$ cat src/rtl/score_keeper_pkg.sv
// Shared encodings and BCD helpers for the two-player score keeper.
package score_pkg;

  typedef enum logic [1:0] {
    ST_PLAY = 2'd0,
    ST_HOLD = 2'd1,
    ST_OVER = 2'd2,
    ST_BAD  = 2'd3
  } state_e;

  localparam logic [1:0] WIN_NONE = 2'b00;
  localparam logic [1:0] WIN_P1   = 2'b01;
  localparam logic [1:0] WIN_P2   = 2'b10;

  localparam logic [3:0] ONES_MAX = 4'd9;
  localparam logic [2:0] TENS_MAX = 3'd7;

  // Returns {tens, ones} of the incremented score, holding at 79.
  function automatic logic [6:0] bcd_inc(input logic [2:0] tens, input logic [3:0] ones);
    if (tens == TENS_MAX && ones == ONES_MAX)
      return {tens, ones};
    else if (ones == ONES_MAX)
      return {tens + 3'd1, 4'd0};
    else
      return {tens, ones + 4'd1};
  endfunction

endpackage

$ cat src/rtl/score_keeper_bcd_counter.sv
// Two-digit saturating BCD score counter (0..79); clear wins over increment.
module bcd_counter
  import score_pkg::*;
(
  input  logic       clk,
  input  logic       rst_n,
  input  logic       clr,
  input  logic       inc,
  output logic [3:0] ones,
  output logic [2:0] tens
);

  logic [3:0] ones_q, ones_d;
  logic [2:0] tens_q, tens_d;

  always_comb begin
    ones_d = ones_q;
    tens_d = tens_q;
    if (clr) begin
      ones_d = 4'd0;
      tens_d = 3'd0;
    end else if (inc) begin
      {tens_d, ones_d} = bcd_inc(tens_q, ones_q);
    end
  end

  always_ff @(posedge clk or negedge rst_n) begin
    if (!rst_n) begin
      ones_q <= 4'd0;
      tens_q <= 3'd0;
    end else begin
      ones_q <= ones_d;
      tens_q <= tens_d;
    end
  end

  assign ones = ones_q;
  assign tens = tens_q;

endmodule

$ cat src/rtl/score_keeper.sv
// Two-player BCD score keeper: goal accounting, post-goal hold-off with serve
// pulse, and game-over / winner detection.
module score_keeper
  import score_pkg::*;
#(
  parameter int WIN_SCORE      = 7,
  parameter int HOLDOFF_CYCLES = 4,
  parameter int HOLD_W         = 26
) (
  input  logic       clk,
  input  logic       rst_n,
  input  logic       new_game,
  input  logic       p1_goal,
  input  logic       p2_goal,
  output logic [3:0] p1_ones,
  output logic [2:0] p1_tens,
  output logic [3:0] p2_ones,
  output logic [2:0] p2_tens,
  output logic       serve,
  output logic       game_over,
  output logic [1:0] winner,
  output logic [1:0] state
);

  localparam logic [2:0]        WIN_TENS  = 3'(WIN_SCORE / 10);
  localparam logic [3:0]        WIN_ONES  = 4'(WIN_SCORE % 10);
  localparam logic [HOLD_W-1:0] HOLD_LOAD = HOLD_W'(HOLDOFF_CYCLES - 1);

  state_e            state_q;
  logic [HOLD_W-1:0] hold_q;
  logic              serve_q;
  logic              game_over_q;
  logic [1:0]        winner_q;

  logic       goal_ok, p1_inc, p2_inc, p1_win, p2_win;
  logic [6:0] p1_nxt, p2_nxt;

  // A goal counts only in PLAY, from exactly one player, and not under new_game.
  assign goal_ok = (state_q == ST_PLAY) && (p1_goal ^ p2_goal) && !new_game;
  assign p1_inc  = goal_ok && p1_goal;
  assign p2_inc  = goal_ok && p2_goal;

  assign p1_nxt = bcd_inc(p1_tens, p1_ones);
  assign p2_nxt = bcd_inc(p2_tens, p2_ones);
  assign p1_win = (p1_nxt[6:4] == WIN_TENS) && (p1_nxt[3:0] == WIN_ONES);
  assign p2_win = (p2_nxt[6:4] == WIN_TENS) && (p2_nxt[3:0] == WIN_ONES);

  bcd_counter u_p1 (
    .clk  (clk),
    .rst_n(rst_n),
    .clr  (new_game),
    .inc  (p1_inc),
    .ones (p1_ones),
    .tens (p1_tens)
  );

  bcd_counter u_p2 (
    .clk  (clk),
    .rst_n(rst_n),
    .clr  (new_game),
    .inc  (p2_inc),
    .ones (p2_ones),
    .tens (p2_tens)
  );

  always_ff @(posedge clk or negedge rst_n) begin
    if (!rst_n) begin
      state_q     <= ST_PLAY;
      hold_q      <= '0;
      serve_q     <= 1'b0;
      game_over_q <= 1'b0;
      winner_q    <= WIN_NONE;
    end else begin
      serve_q <= 1'b0;
      if (new_game) begin
        state_q     <= ST_PLAY;
        hold_q      <= '0;
        game_over_q <= 1'b0;
        winner_q    <= WIN_NONE;
      end else begin
        case (state_q)
          ST_PLAY: begin
            if ((p1_inc && p1_win) || (p2_inc && p2_win)) begin
              state_q     <= ST_OVER;
              game_over_q <= 1'b1;
              winner_q    <= p1_inc ? WIN_P1 : WIN_P2;
            end else if (p1_inc || p2_inc) begin
              state_q <= ST_HOLD;
              hold_q  <= HOLD_LOAD;
            end
          end
          ST_HOLD: begin
            if (hold_q == '0) begin
              serve_q <= 1'b1;
              state_q <= ST_PLAY;
            end else begin
              hold_q <= hold_q - HOLD_W'(1);
            end
          end
          ST_OVER: ;
          default: begin
            state_q     <= ST_PLAY;
            hold_q      <= '0;
            game_over_q <= 1'b0;
            winner_q    <= WIN_NONE;
          end
        endcase
      end
    end
  end

  assign serve     = serve_q;
  assign game_over = game_over_q;
  assign winner    = winner_q;
  assign state     = state_q;

endmodule

$ cat config.mk
export PLATFORM = sky130hd
export DESIGN_NAME = score_keeper
export DESIGN_NICKNAME = d
export VERILOG_FILES = /design/src/rtl/score_keeper_pkg.sv /design/src/rtl/score_keeper_bcd_counter.sv /design/src/rtl/score_keeper.sv
export SDC_FILE = /design/constraint.sdc
export NUM_CORES = 1
export LEC_CHECK = 0
export BUFFER_PORTS_ARGS = -buffer_cell sky130_fd_sc_hd__clkbuf_2
export CAP_MARGIN = 25
export CELL_PAD_IN_SITES_DETAIL_PLACEMENT = 1
export CELL_PAD_IN_SITES_GLOBAL_PLACEMENT = 2
export CORE_MARGIN = 3
export CORE_UTILIZATION = 41
export CTS_BUF_LIST = sky130_fd_sc_hd__clkbuf_8
export CTS_CLUSTER_SIZE = 20
export DETAILED_ROUTE_END_ITERATION = 16
export PLACE_DENSITY = 0.94
export SLEW_MARGIN = 20
export SYNTH_ARGS = -nofsm -noshare
export SYNTH_HDL_FRONTEND = slang
export SYNTH_SLANG_ARGS = --single-unit
$ cat constraint.sdc
create_clock -name clk -period 4.6 [get_ports clk]
set_clock_uncertainty 0.05 [all_clocks]
set_input_delay 0.92 -clock clk [delete_from_list [all_inputs] [get_ports clk]]
set_output_delay 0.92 -clock clk [all_outputs]
set_load 0.02 [all_outputs]
# Yosys cells after proc, flatten, opt, wreduce, memory -nomap -nowiden
# Index checks and enable logic that the tools add are counted.
totals:
  regBits: 46
  out_inout_bits: 20
  elab_cells: 86
classes:
  addsub: 5
  eq_ne: 16
  n_mux: 32
  bitwise_logic: 1
  n_reduce_logical: 23
op_table:
  columns: ["cell", "count"]
  rows:
  - ["two-way mux 26 bit", 4]
  - ["case mux 26 bit (3 select lines)", 1]
  - ["two-way mux 7 bit", 4]
  - ["logical NOT 26 bit", 1]
  - ["subtractor 26 x 1 -> 26 bit (second input constant)", 1]
  - ["two-way mux 4 bit", 4]
  - ["two-way mux 2 bit", 7]
  - ["two-way mux 3 bit", 4]
  - ["logical AND 1 bit", 10]
  - ["inequality test 3 bit (second input constant)", 3]
  - ["adder 4 x 1 -> 4 bit (second input constant)", 2]
  - ["== test 4 x 3 -> 1 bit (second input constant)", 2]
  - ["== test 4 bit (second input constant)", 2]
  - ["adder 3 x 1 -> 3 bit (second input constant)", 2]
  - ["== test 3 bit (second input constant)", 2]
  - ["logical NOT 3 bit", 2]
  - ["inequality test 3 x 2 -> 1 bit (second input constant)", 2]
  - ["case mux 2 bit (3 select lines)", 1]
  - ["two-way mux 1 bit", 5]
  - ["inequality test 4 x 2 -> 1 bit (second input constant)", 1]
  - ["case mux 2 bit (2 select lines)", 1]
  - ["AND reduction 4 bit", 1]
  - ["nonzero test 2 bit", 2]
  - ["AND reduction 3 bit", 1]
  - ["11 further kinds", 12]

# Longest topological paths before layout
logic_depth:
  word_depth: 10
  ltp_mapped: 9

# Hierarchy
# Synthesis repeated with hierarchy kept, for this count alone.
unflattened:
  hier_cells: 305
  area_unflattened_um2: 2850.2
by_module_without_submodules:
  columns: ["mod", "n_inst", "cells_per_inst", "area_per_inst_um2", "seq_area_each_um2"]
  rows:
  - ["score_keeper", 1, 217, 1924.3, 800.8]
  - ["bcd_counter", 2, 44, 462.9, 175.2]

# Worst setup path after synthesis
# OpenSTA, ideal clock, no wires.
synth_timing:
  path_type: "input to register"
  from: "in new_game"
  to: "reg winner_q[0] (netlist: winner[0])"
  t_arrival_ps: 2377
  required_time_ps: 4468
  path_slack_ps: 2091
  stages: 7
  n_path_buf: 1
  cell_sequence: "nor4bb_1 > nand2_1 > a21oi_1 > a31o_1 > buf_2 > nand4b_1 > a31oi_1"
synth_between:
  elab_chain_cells: 7
  elab_cells_between_ends: 14
  cone_classes: "eq/ne: 2; mux: 4; reduce/logical: 8"
synth_rtl:
  columns: ["item", "line", "source"]
  rows:
  - ["start: declaration", "score_keeper.sv:12", "input logic new_game,"]
  - ["logical NOT 1 bit", "score_keeper.sv:39", "assign goal_ok = (state_q == ST_PLAY) && (p1_goal ^ p2_goal) && !new_game;"]
  - ["logical AND 1 bit", "score_keeper.sv:39", null]
  - ["logical AND 1 bit (on tied branches)", "score_keeper.sv:40, score_keeper.sv:41", null]
  - ["two-way mux 2 bit or logical AND 1 bit (tied branches)", "score_keeper.sv:86, score_keeper.sv:83", null]
  - ["two-way mux 2 bit or logical OR 1 bit (tied branches)", "score_keeper.sv:83", "if ((p1_inc && p1_win) || (p2_inc && p2_win)) begin"]
  - ["case mux 2 bit (2 select lines) or inequality test 3 x 2 -> 1 bit (tied branches)", null, null]
  - ["two-way mux 2 bit or AND reduction 2 bit (tied branches)", null, null]
  - ["end signal: assignment", "score_keeper.sv:86", "winner_q <= p1_inc ? WIN_P1 : WIN_P2;"]
  - ["end: declaration", "score_keeper.sv:33", "logic [1:0] winner_q;"]
# Several ways; a longest one is shown, not always the timed one. The select of a mux whose other input is x is not followed.
# A chain may end at the register's enable or synchronous reset.

# Worst setup path in the final report
layout_timing:
  from: "in new_game"
  to: "reg hold_q[22]"
layout_between:
  elab_chain_cells: 7
  elab_cells_between_ends: 14
  cone_classes: "eq/ne: 4; mux: 1; reduce/logical: 9"
layout_rtl:
  columns: ["item", "line", "source"]
  rows:
  - ["logical NOT 1 bit", "score_keeper.sv:39", null]
  - ["logical AND 1 bit", "score_keeper.sv:39", null]
  - ["logical AND 1 bit (on tied branches)", "score_keeper.sv:40, score_keeper.sv:41", null]
  - ["logical AND 1 bit", "score_keeper.sv:83", null]
  - ["logical OR 1 bit", "score_keeper.sv:83", null]
  - ["inequality test 3 bit (no line)", null, null]
  - ["AND reduction 4 bit (no line)", null, null]
  - ["end signal: assignment", "score_keeper.sv:97", "hold_q <= hold_q - HOLD_W'(1);"]
  - ["end: declaration", "score_keeper.sv:30", "logic [HOLD_W-1:0] hold_q;"]
# Several ways; a longest one is shown, not always the timed one.

==> flow_summary.yaml <==
run_status:
  outcome: "complete, no violations"
floorplan:
  ios: 25
  die_area_um2: 7710
  die_w_um: 87.8
  die_h_um: 87.8
  start_util_pct: 42.7
  core-area_um2: 6420
  num_rows: 29
drt:
  dr_total_vias: 2507
  routed_wl_mm: 7.53
  firstDrtPassIters: 4
  drc: 0
  wl_per_cell_um: 18.7
  ant_nets: 0
  drtIter0Drc: 127
  vias_per_cell: 6.22
final_layout:
  synthToLayoutAreaGrowth_pct: 9.58
  mostFrequentLayoutCells: "dfrtp_1 (46), o31ai_1 (28), nand2_1 (26)"
  final_nets: 339
  layout_commonest_cell: "dfrtp_1"
  fillers: 768
  drive_gt1_share_pct: 12.9
  finalNonFillerCells: 403
  n_antenna_cell: 0
timing:
  setup_viol: 0
  whs_ns: 0.448
  setup_tns_ns: 0
  timing_hold_violations_final: 0
  fin_crit_sh_pct: 70.3
  post-route-min-period_ns: 3.24
  drv_slew: 0
  worst_pin_slew_ns: 0.950
  rsz0062_at_grt: "no"
  relSlewSlack_pct: 36.6
  max_freq_mhz: 309
yosys:
  yosysWarnings: 0
  synth_edf_count: 0
  async_reset_ff_share_pct: 100
  ys_seq_elements: 46
  synth_fp_nets: 321
  synth_cell_type_count: 51
  syn_area_per_cell_um2: 8.93
  ys.flop_type: "dfrtp_1"
  syn_inst: 307
  synth_area_um2: 2740
  ys_seq_area_share_pct: 42.0
setup_path:
  cp-end-kind: "flip-flop"
  required_ns: 4.74
  path_class: "in2reg"
  cp_cell_sequence: "clkbuf_2 -> inv_1 -> nand3_1 -> nor3_1 -> a31o_1 -> nor2_1 -> a221o_1"
  cp_slowest_cell: "a31o_1"
  worst_path_largest_cell_delay_ns: 0.79
  worstSetupStartpointType: "primary input"
  cp_max_fo: 22
  worstPathArrival_ns: 3.37
clocking:
  clock-root-buffer: "clkbuf_8"
  cts_max_level: 2
  cts_buffers: 5
  post_cts_buffers: 0
  ctsResizeCount: 0
  clk_pin_slew_ns: 0.09
  hold_buffers: 0
  clock_path_buffers: 2
  cts_sinks: 46
  cts_tree: "yes"
  clock_latency_ns: 0.30
run:
  maxCapViolCount: 0
global_routing:
  grt_max_degree: 47
  grt_pass1_vias: 2480
  grt_pass1_wl_mm: 12.7
  grt_usage_pct: 20.5
  antenna_found_initial: 0
  grt-ovfl-total: 0
hold_path:
  min_path_type: "reg2reg"
power:
  power-per-cell-area_nw_per_um2: 608
  power_leakage_nw: 1.42
  ir_drop_mv: 0.257
placement:
  hpwl_mm: 5.18
  dp.cells: 395
  gp_congestion: 0.849
  portBuffers: 24
cell families after synthesis:
family	synth area share [%]
compound gates	25.0
xor+xnor	0.639
fa+ha+maj	4.11
buf+inv	3.92
flops	42.0
mux	1.14
simple gates	23.3
sequential cells by signal, indices dropped and copies added (netlist names):
| name | flops |
|---|---|
| serve | 1 |
| u_p2.tens | 3 |
| winner | 2 |
| u_p1.tens | 3 |
| game_over | 1 |
| u_p1.ones | 4 |
| hold_q | 26 |
| state | 2 |
| u_p2.ones | 4 |
routing by layer:
layer / vias up / share of wire, % / global-route usage, %
met5: - / 0 / 0
met4: 0 / 0.53 / 2.79
met3: 5 / 2.7 / 3.01
met2: 43 / 45 / 31.2
met1: 1245 / 52 / 31.6
li1: 1214 / - / -
final timing paths:
path                                   startpoint                       end  slack (ns)  cells after the start
setup / recovery                         new_game    hold_q[22]$_DFFE_PN0P_        1.36                      7
hold / removal             hold_q[25]$_DFFE_PN0P_    hold_q[25]$_DFFE_PN0P_        0.45                      1
setup reg to reg             state[0]$_DFFE_PN0P_    hold_q[22]$_DFFE_PN0P_        1.46                      9
hold reg to reg            hold_q[25]$_DFFE_PN0P_    hold_q[25]$_DFFE_PN0P_        0.45                      1
min in group asynchronous                   rst_n    hold_q[15]$_DFFE_PN0P_        0.66                      2
max in group asynchronous                   rst_n  u_p2.ones[1]$_DFFE_PN0P_        3.42                      2
power by group:
part           switching (mW)  total [mW]  internal, mW
logic                   0.695       0.997         0.301
registers              0.0885       0.566         0.477
clock network           0.144       0.264         0.120
synth_stat cells (2+ instances only):
cell / instances / area, µm²
nand4_1: 4 / 25.0
a22o_1: 3 / 26.3
o21ai_0: 17 / 85.1
o22ai_1: 2 / 12.5
or3_1: 5 / 31.3
o31ai_1: 28 / 210
clkbuf_1: 10 / 37.5
or3_4: 2 / 22.5
nand3_1: 15 / 75.1
nand2_1: 26 / 97.6
or4_1: 2 / 15.0
a21oi_1: 20 / 100
nor3_1: 14 / 70.1
o211ai_1: 2 / 15.0
nor4_1: 3 / 18.8
mux2i_1: 2 / 20.0
dfrtp_1: 46 / 1150
a221oi_1: 2 / 17.5
nand4b_1: 2 / 17.5
nor3b_1: 4 / 30.0
nor2b_1: 5 / 31.3
o21a_1: 3 / 22.5
ha_1: 9 / 113
a31oi_1: 19 / 119
nor4bb_1: 2 / 20.0
nor2_1: 23 / 86.3
buf_2: 5 / 25.0
inv_1: 9 / 33.8
critical path, delay by kind of cell:
kind / cells / cell delay, ns
AO/OA/AOI/OAI: 2 / 1.13
AND/OR/NAND/NOR: 3 / 0.73
buffers and inverters: 2 / 0.59
stage by stage:
stage	worst slack, ns	utilization [%]	cell area, µm²	total power [mW]
2_1_floorplan	2.09	-	2740	1.28
3_3_place_gp	1.22	45.3	2910	1.52
3_5_place_dp	0.993	45.3	2910	1.54
4_1_cts	1.29	46.7	3000	1.81
5_1_grt	1.17	46.8	3010	1.96
6_report	1.36	46.8	3010	1.83
layout make-up:
class	count	area, µm²	area share [%]
clock buffer	6	82.6	2.75
tap	77	96.3	3.21
clock inverter	2	8.76	0.291
sequential	46	1150	38.3
inverter	9	33.8	1.12
timing repair buffer	27	143	4.75
multi-input combinational	236	1490	49.6
Power figures use the tool's default switching activity.
